<file path="src/rtl/router_pkg.sv">
// Shared widths, routing-table entry layout and the miss port for the router block.
package router_pkg;
  localparam int unsigned ADDR_W = 8;
  localparam int unsigned PORT_W = 2;

  localparam logic [PORT_W-1:0] DEFAULT_PORT = 2'b00;

  typedef struct packed {
    logic              valid;
    logic [ADDR_W-1:0] addr;
    logic [PORT_W-1:0] port;
  } entry_t;
endpackage

</file>
<file path="src/rtl/route_table.sv">
// Routing table: entry storage, parallel address match, and FIFO-replacement insertion.
module route_table
  import router_pkg::*;
#(
  parameter int unsigned N_ENTRIES = 8
) (
  input  logic              clk,
  input  logic              rst_n,
  input  logic              i_wr,
  input  logic [ADDR_W-1:0] i_addr,
  input  logic [PORT_W-1:0] i_port,
  output logic              o_hit,
  output logic [PORT_W-1:0] o_port
);
  localparam int unsigned PTR_W = $clog2(N_ENTRIES);

  entry_t                 r_tbl [N_ENTRIES];
  logic [PTR_W-1:0]       r_ptr;
  logic [N_ENTRIES-1:0]   w_match;
  logic [PORT_W-1:0]      w_port;

  // At most one entry can match, so OR-ing matched ports yields the hit port.
  always_comb begin
    w_match = '0;
    w_port  = '0;
    for (int unsigned i = 0; i < N_ENTRIES; i++) begin
      if (r_tbl[i].valid && (r_tbl[i].addr == i_addr)) begin
        w_match[i] = 1'b1;
        w_port     = w_port | r_tbl[i].port;
      end
    end
  end

  assign o_hit  = |w_match;
  assign o_port = w_port;

  always_ff @(posedge clk or negedge rst_n) begin
    if (!rst_n) begin
      for (int unsigned i = 0; i < N_ENTRIES; i++) begin
        r_tbl[i] <= '0;
      end
      r_ptr <= '0;
    end else if (i_wr) begin
      if (o_hit) begin
        for (int unsigned i = 0; i < N_ENTRIES; i++) begin
          if (w_match[i]) begin
            r_tbl[i].port <= i_port;
          end
        end
      end else begin
        // Pointer wraps naturally (power-of-two depth), evicting the oldest insert.
        r_tbl[r_ptr] <= '{valid: 1'b1, addr: i_addr, port: i_port};
        r_ptr        <= r_ptr + PTR_W'(1);
      end
    end
  end
endmodule

</file>
<file path="src/rtl/router.sv">
// Address router: setup mode writes the route table, routing mode registers the looked-up port.
module router
  import router_pkg::*;
#(
  parameter int unsigned       N_ENTRIES    = 8,
  parameter logic [PORT_W-1:0] DEFAULT_PORT = router_pkg::DEFAULT_PORT
) (
  input  logic              clk,
  input  logic              reset,
  input  logic              setup,
  input  logic [ADDR_W-1:0] Address,
  input  logic [PORT_W-1:0] p,
  output logic [PORT_W-1:0] Port
);
  logic              w_hit;
  logic [PORT_W-1:0] w_port;

  route_table #(
    .N_ENTRIES (N_ENTRIES)
  ) u_table (
    .clk    (clk),
    .rst_n  (reset),
    .i_wr   (setup),
    .i_addr (Address),
    .i_port (p),
    .o_hit  (w_hit),
    .o_port (w_port)
  );

  // Port only updates on lookup edges; it holds through setup cycles.
  always_ff @(posedge clk or negedge reset) begin
    if (!reset) begin
      Port <= '0;
    end else if (!setup) begin
      Port <= w_hit ? w_port : DEFAULT_PORT;
    end
  end
endmodule

</file>
<file path="config.mk">
export PLATFORM = sky130hd
export DESIGN_NAME = router
export DESIGN_NICKNAME = d
export VERILOG_FILES = /design/src/rtl/router_pkg.sv /design/src/rtl/route_table.sv /design/src/rtl/router.sv
export SDC_FILE = /design/constraint.sdc
export NUM_CORES = 1
export LEC_CHECK = 0
export CAP_MARGIN = 25
export CORE_UTILIZATION = 34
export CTS_BUF_LIST = sky130_fd_sc_hd__clkbuf_4
export CTS_CLUSTER_DIAMETER = 80
export DETAILED_ROUTE_END_ITERATION = 10
export GPL_TIMING_DRIVEN = 0
export PLACE_DENSITY_LB_ADDON = 0.05
export SYNTH_ARGS = -nofsm -noshare
export SYNTH_HDL_FRONTEND = slang
export SYNTH_SLANG_ARGS = --single-unit
</file>
<file path="constraint.sdc">
create_clock -name clk -period 4 [get_ports clk]
set_input_delay 0.8 -clock clk [delete_from_list [all_inputs] [get_ports clk]]
set_output_delay 0.8 -clock clk [all_outputs]
set_load 0.03 [all_outputs]
</file>
# ---- After elaboration in Yosys (flattened, before gate mapping)
# Index checks and enable logic that the tools add are counted.
dict set report word_totals {
  out_inout_bits 2
  reg_bits 93
  word_cells 109
}
dict set report op_classes {
  muxes 36
  n_eq_ne 16
  bitwise_logic 9
  n_lt_le_gt_ge 2
  n_reduce_logical 19
  n_addsub 1
}
# cell count
set op_table {}
lappend op_table {{bitwise mux 88 bit} 1}
lappend op_table {{equality test 8 bit} 8}
lappend op_table {{two-way mux 2 bit} 25}
lappend op_table {{demux 11 bit (select 3 bit)} 1}
lappend op_table {{AND reduction 2 bit} 9}
lappend op_table {{inequality test 2 x 1 -> 1 bit, second input constant} 8}
lappend op_table {{bitwise OR 2 bit} 7}
lappend op_table {{two-way mux 11 bit} 1}
lappend op_table {{logical AND 1 bit} 9}
lappend op_table {{two-way mux 1 bit} 8}
lappend op_table {{OR reduction 8 bit} 1}
lappend op_table {{greater-or-equal comparator 4 bit, second input constant} 1}
lappend op_table {{less-than comparator 4 x 1 -> 1 bit, second input constant} 1}
lappend op_table {{NOT 3 -> 4 bit} 1}
lappend op_table {{adder 3 x 1 -> 3 bit, second input constant} 1}
lappend op_table {{NOT 1 bit} 1}

# ---- Longest topological paths before layout
dict set report logic_depth {
  ltp_word 18
  mapped_depth 12
}

# ---- Modules after synthesis
# A second synthesis with hierarchy kept.
dict set report hier_totals {
  hier_cells 423
  hier_area_um2 5029.8
}
# mod instances area_per_inst_um2 seq_area_each_um2 cells_each
set modules_own_cells {}
lappend modules_own_cells {route_table 1 4954.8 2277.2 415}
lappend modules_own_cells {router 1 75.1 50.0 8}

# ---- Least setup slack after synthesis
# OpenSTA, ideal clock, no wires.
dict set report synth_path {
  path_type {input to register}
  startpoint {input port Address[6]}
  endpoint {register u_table.r_tbl[13] (netlist bit)}
  n_path_buf 4
  slack_ns 1.356
  required_ns 3.872
  stages 11
  arrival_ns 2.516
  cell_sequence {buf_6 buf_6 xnor2_1 nand3_1 nor3_4 nor2_1 and3_1 buf_6 buf_6 nand3_4 mux2_1}
}
dict set report synth_between {
  elab_chain_cells 6
}
# item line
set synth_rtl {}
lappend synth_rtl {{start, declared} router.sv:11} ;# input logic [ADDR_W-1:0] Address,
lappend synth_rtl {{equality test 8 bit} route_table.sv:27} ;# if (r_tbl[i].valid && (r_tbl[i].addr == i_addr)) begin
lappend synth_rtl {{logical AND 1 bit} route_table.sv:27}
lappend synth_rtl {{two-way mux 1 bit} route_table.sv:27}
lappend synth_rtl {{OR reduction 8 bit *} route_table.sv:34} ;# assign o_hit = |w_match;
lappend synth_rtl {{NOT 1 bit (no source line) *} --}
lappend synth_rtl {{AND reduction 2 bit (no source line) *} --}
lappend synth_rtl {{end signal, assigned by index} route_table.sv:52} ;# r_tbl[r_ptr] <= '{valid: 1'b1, addr: i_addr, port: i_port};
lappend synth_rtl {{end, declared} route_table.sv:17} ;# entry_t r_tbl [N_ENTRIES];
# Every way passes the cells marked *; elsewhere a longest branch is shown, timed or not.
# A chain may end at the register's enable or synchronous reset.

# ---- Worst setup path after layout
dict set report layout_path {
  startpoint {input port Address[4]}
  endpoint {register u_table.r_tbl[22] (netlist bit)}
}
dict set report layout_between {
  elab_chain_cells 6
}
# item line
set layout_rtl {}
lappend layout_rtl {{equality test 8 bit} route_table.sv:27}
lappend layout_rtl {{logical AND 1 bit} route_table.sv:27}
lappend layout_rtl {{two-way mux 1 bit} route_table.sv:27}
lappend layout_rtl {{OR reduction 8 bit} route_table.sv:34}
lappend layout_rtl {{inequality test 2 x 1 -> 1 bit (no source line)} --}
lappend layout_rtl {{AND reduction 2 bit (no source line)} --}
# Several ways; a longest one is shown, not always the timed one.

==> results.json <==
{
  "setup_viol_count_final": 0,
  "routed.top_layer": "met4",
  "yosysWarnings": 0,
  "drt-vias-per-instance": 5.08,
  "critPathCaptureType": "register",
  "rsz0062_at_grt": "false",
  "grt_pass1_vias": 3144,
  "num-nets-final": 435,
  "cts_hold_buf": 0,
  "p_leak_nw": 2.13,
  "skew_ns": 0.0183,
  "p_comb_frac": 0.371,
  "num_antenna_cells": 0,
  "yosysSeqAreaShare": 0.467,
  "synthArstFlopShare": 1.00,
  "num_io_pins": 15,
  "period_share": 0.672,
  "synth-main-ff-cell": "dfrtp_1",
  "clkPwrFrac": 0.163,
  "syn_nets": 417,
  "grt_usage": 0.172,
  "cts_resized": 0,
  "grt_pass1_wl_um": 18600,
  "place_hpwl_um": 7880,
  "fin_util": 0.387,
  "drc": 0,
  "relSlewSlack": 0.481,
  "initial_core_util": 0.353,
  "drt-met1-wl_um": 5600,
  "register_area_um2": 2330,
  "slowest_delay_ns": 0.45,
  "antenna_found_initial": 0,
  "die_w_um": 123,
  "post_drt_wl_per_cell_um": 19.2,
  "clk_pin_slew_ns": 0.15,
  "grt_max_degree": 61,
  "max_freq_mhz": 372,
  "worstPathRequired_ns": 4.34,
  "finalNonFillerCells": 606,
  "crit_fanout": 10,
  "path_class": "primary input to register",
  "place_inst": 590,
  "drtIter0Drc": 223,
  "syn_area_per_cell_um2": 12.4,
  "vdd_ir_drop_max_mv": 0.274,
  "grt_overflow_total": 0,
  "die_h_um": 123,
  "gp_congestion": 0.741,
  "finalWirelength_um": 11600,
  "p_int_mw": 2.39,
  "synth_seq_cells": 93,
  "num_vias": 3079,
  "dieArea_um2": 15100,
  "cp-start-kind": "primary input",
  "crit_path_frequent_cell": "buf_6",
  "wl_met2_um": 5540,
  "cts_tree": "built",
  "maxCapViolations": 0,
  "hold_slack_ns": 0.275,
  "clockRootBuffer": "clkbuf_4",
  "p_total_mw": 3.63,
  "slew_viol_final": 0,
  "power_density_nw_per_um2": 666,
  "cp.arrival_ns": 3.03,
  "swShare": 0.340,
  "rr_worst_depth": 10,
  "syn-instance-count": 403,
  "post_cts_buffers": 0,
  "layout-drive-gt1-share": 0.202,
  "firstDrtPassIters": 4,
  "numCtsBuffers": 9,
  "status": "complete, no violations",
  "crit_path_top_delay_cell": "nor3_2",
  "io_buffers": 6,
  "clock_sinks": 93,
  "synth_area_um2": 4980,
  "clock_latency_ns": 0.46,
  "min_path_type": "primary input to async pin",
  "core_um2": 14100,
  "htreeDepth": 3,
  "finalCriticalPeriod_ns": 2.69,
  "regToRegSetupSlack_ns": 1.47,
  "path_cells": "buf_6 -> buf_6 -> xnor2_1 -> nand4_1 -> nor3_2 -> nor4_1 -> and3_1 -> buf_6 -> buf_2 -> clkbuf_1 -> nand3_1 -> o311ai_1",
  "placementRows": 43,
  "area_growth_pct": 9.37,
  "synth_cell_type_count": 39,
  "detail-route-antenna-nets": 0,
  "multi_input_area_um2": 2360,
  "tightest_slew_ns": 0.778,
  "synth_edf_count": 0,
  "wl_met3_um": 326,
  "power.switching_mw": 1.23,
  "nFillCells": 1401,
  "clockBufferDepth": 2,
  "power.share.sequential": 0.466,
  "finalHoldViolations": 0
}
final timing paths:
path	startpoint	endpoint
max	Address[4]	u_table.r_tbl[22]$_DFFE_PN0P_
min	reset	u_table.r_tbl[34]$_DFFE_PN0P_
max reg2reg	u_table.r_tbl[52]$_DFFE_PN0P_	u_table.r_tbl[22]$_DFFE_PN0P_
min reg2reg	u_table.r_tbl[10]$_DFFE_PN0P_	u_table.r_tbl[10]$_DFFE_PN0P_
max in group asynchronous	reset	u_table.r_tbl[72]$_DFFE_PN0P_
min in group clk	u_table.r_tbl[10]$_DFFE_PN0P_	u_table.r_tbl[10]$_DFFE_PN0P_
synthesized netlist by cell type, types with 8 or more instances:
| cell type | instances | share of area |
|---|---|---|
| o21ai_0 | 8 | 0.0080 |
| inv_1 | 8 | 0.0060 |
| xnor2_1 | 63 | 0.11 |
| a22oi_1 | 20 | 0.030 |
| nand4_1 | 8 | 0.010 |
| mux2_2 | 24 | 0.054 |
| mux2_1 | 33 | 0.075 |
| mux2_4 | 8 | 0.024 |
| buf_6 | 20 | 0.045 |
| nand2_1 | 9 | 0.0068 |
| nand3_1 | 33 | 0.033 |
| o311ai_1 | 8 | 0.014 |
| or3b_1 | 8 | 0.014 |
| dfrtp_1 | 93 | 0.47 |
power by group through the flow:
stage	Clock, mW	Sequential [mW]	Combinational (mW)
after detailed placement	0	1.71	1.37
after global routing	0.656	1.75	1.50
after CTS	0.621	1.69	1.37
after floorplan	0	1.65	1.14
after global placement	0	1.70	1.35
final	0.589	1.69	1.35
placed cells by master, fill, tap and decap left out, drive strengths merged:
master and count:
nor3 8, o21ai 8, or3b 8, dfrtp 93
nor3b 3, nand2b 7, a22o 2, or2 1
and2 2, xnor2 64, a22oi 20, nand4 8
ha 1, clkdlybuf4s50 5, nor2 3, clkinv 3
and3b 2, xor2 2, inv 9, a221oi 2
bufinv 2, nand2 9, buf 27, clkbuf 14
nor4 2, mux2 65, a21o 2, o311ai 8
clkinvlp 1, a31oi 2, and3 3, nand3 40
flip-flops by register name, summed over array words and instances (netlist names):
signal and cells:
u_table.r_tbl 88, u_table.r_ptr 3, Port 2
stage by stage:
stage	area, um2	setup WS [ns]	TNS, ns
finish	5450	1.31	0
detailed placement	5290	0.782	0
global placement	5270	-1.74	-161.42
CTS	5450	1.31	0
floorplan	4980	1.36	0
global route	5450	1.19	0
area by class of cell:
type	instances	share of cell area
multi-input cells	272	0.433
repair buffers	7	0.0156
well taps	180	0.0413
inverters	8	0.00551
clock inverters	7	0.0163
plain buffers	30	0.0484
clock buffers	9	0.0124
flip-flops and latches	93	0.427
worst max-delay path: cells and delay by family:
kind	cells	cell delay, ns
compound gates	1	0.11
simple gates	5	1.07
buf+inv	5	0.93
xor+xnor	1	0.13
routing by layer:
| metal | vias up | track usage |
|---|---|---|
| met3 | 11 | 0.0452 |
| met1 | 1565 | 0.233 |
| met5 | - | 0 |
| met2 | 33 | 0.271 |
| met4 | 0 | 0.0437 |
| li1 | 1470 | - |
logic make-up (layout without fill, tap and decap cells):
kind of cell,Yosys count,count (layout),share of synthesized area
AOI/OAI and AO/OA,44,44,0.0648
adders and majority gates,1,1,0.00251
buffers and inverters,38,61,0.0590
DFF,93,93,0.467
and+or+nand+nor,96,96,0.136
xor gates and xnor gates,66,66,0.118
muxes,65,65,0.153
Power figures use the tool's default switching activity.
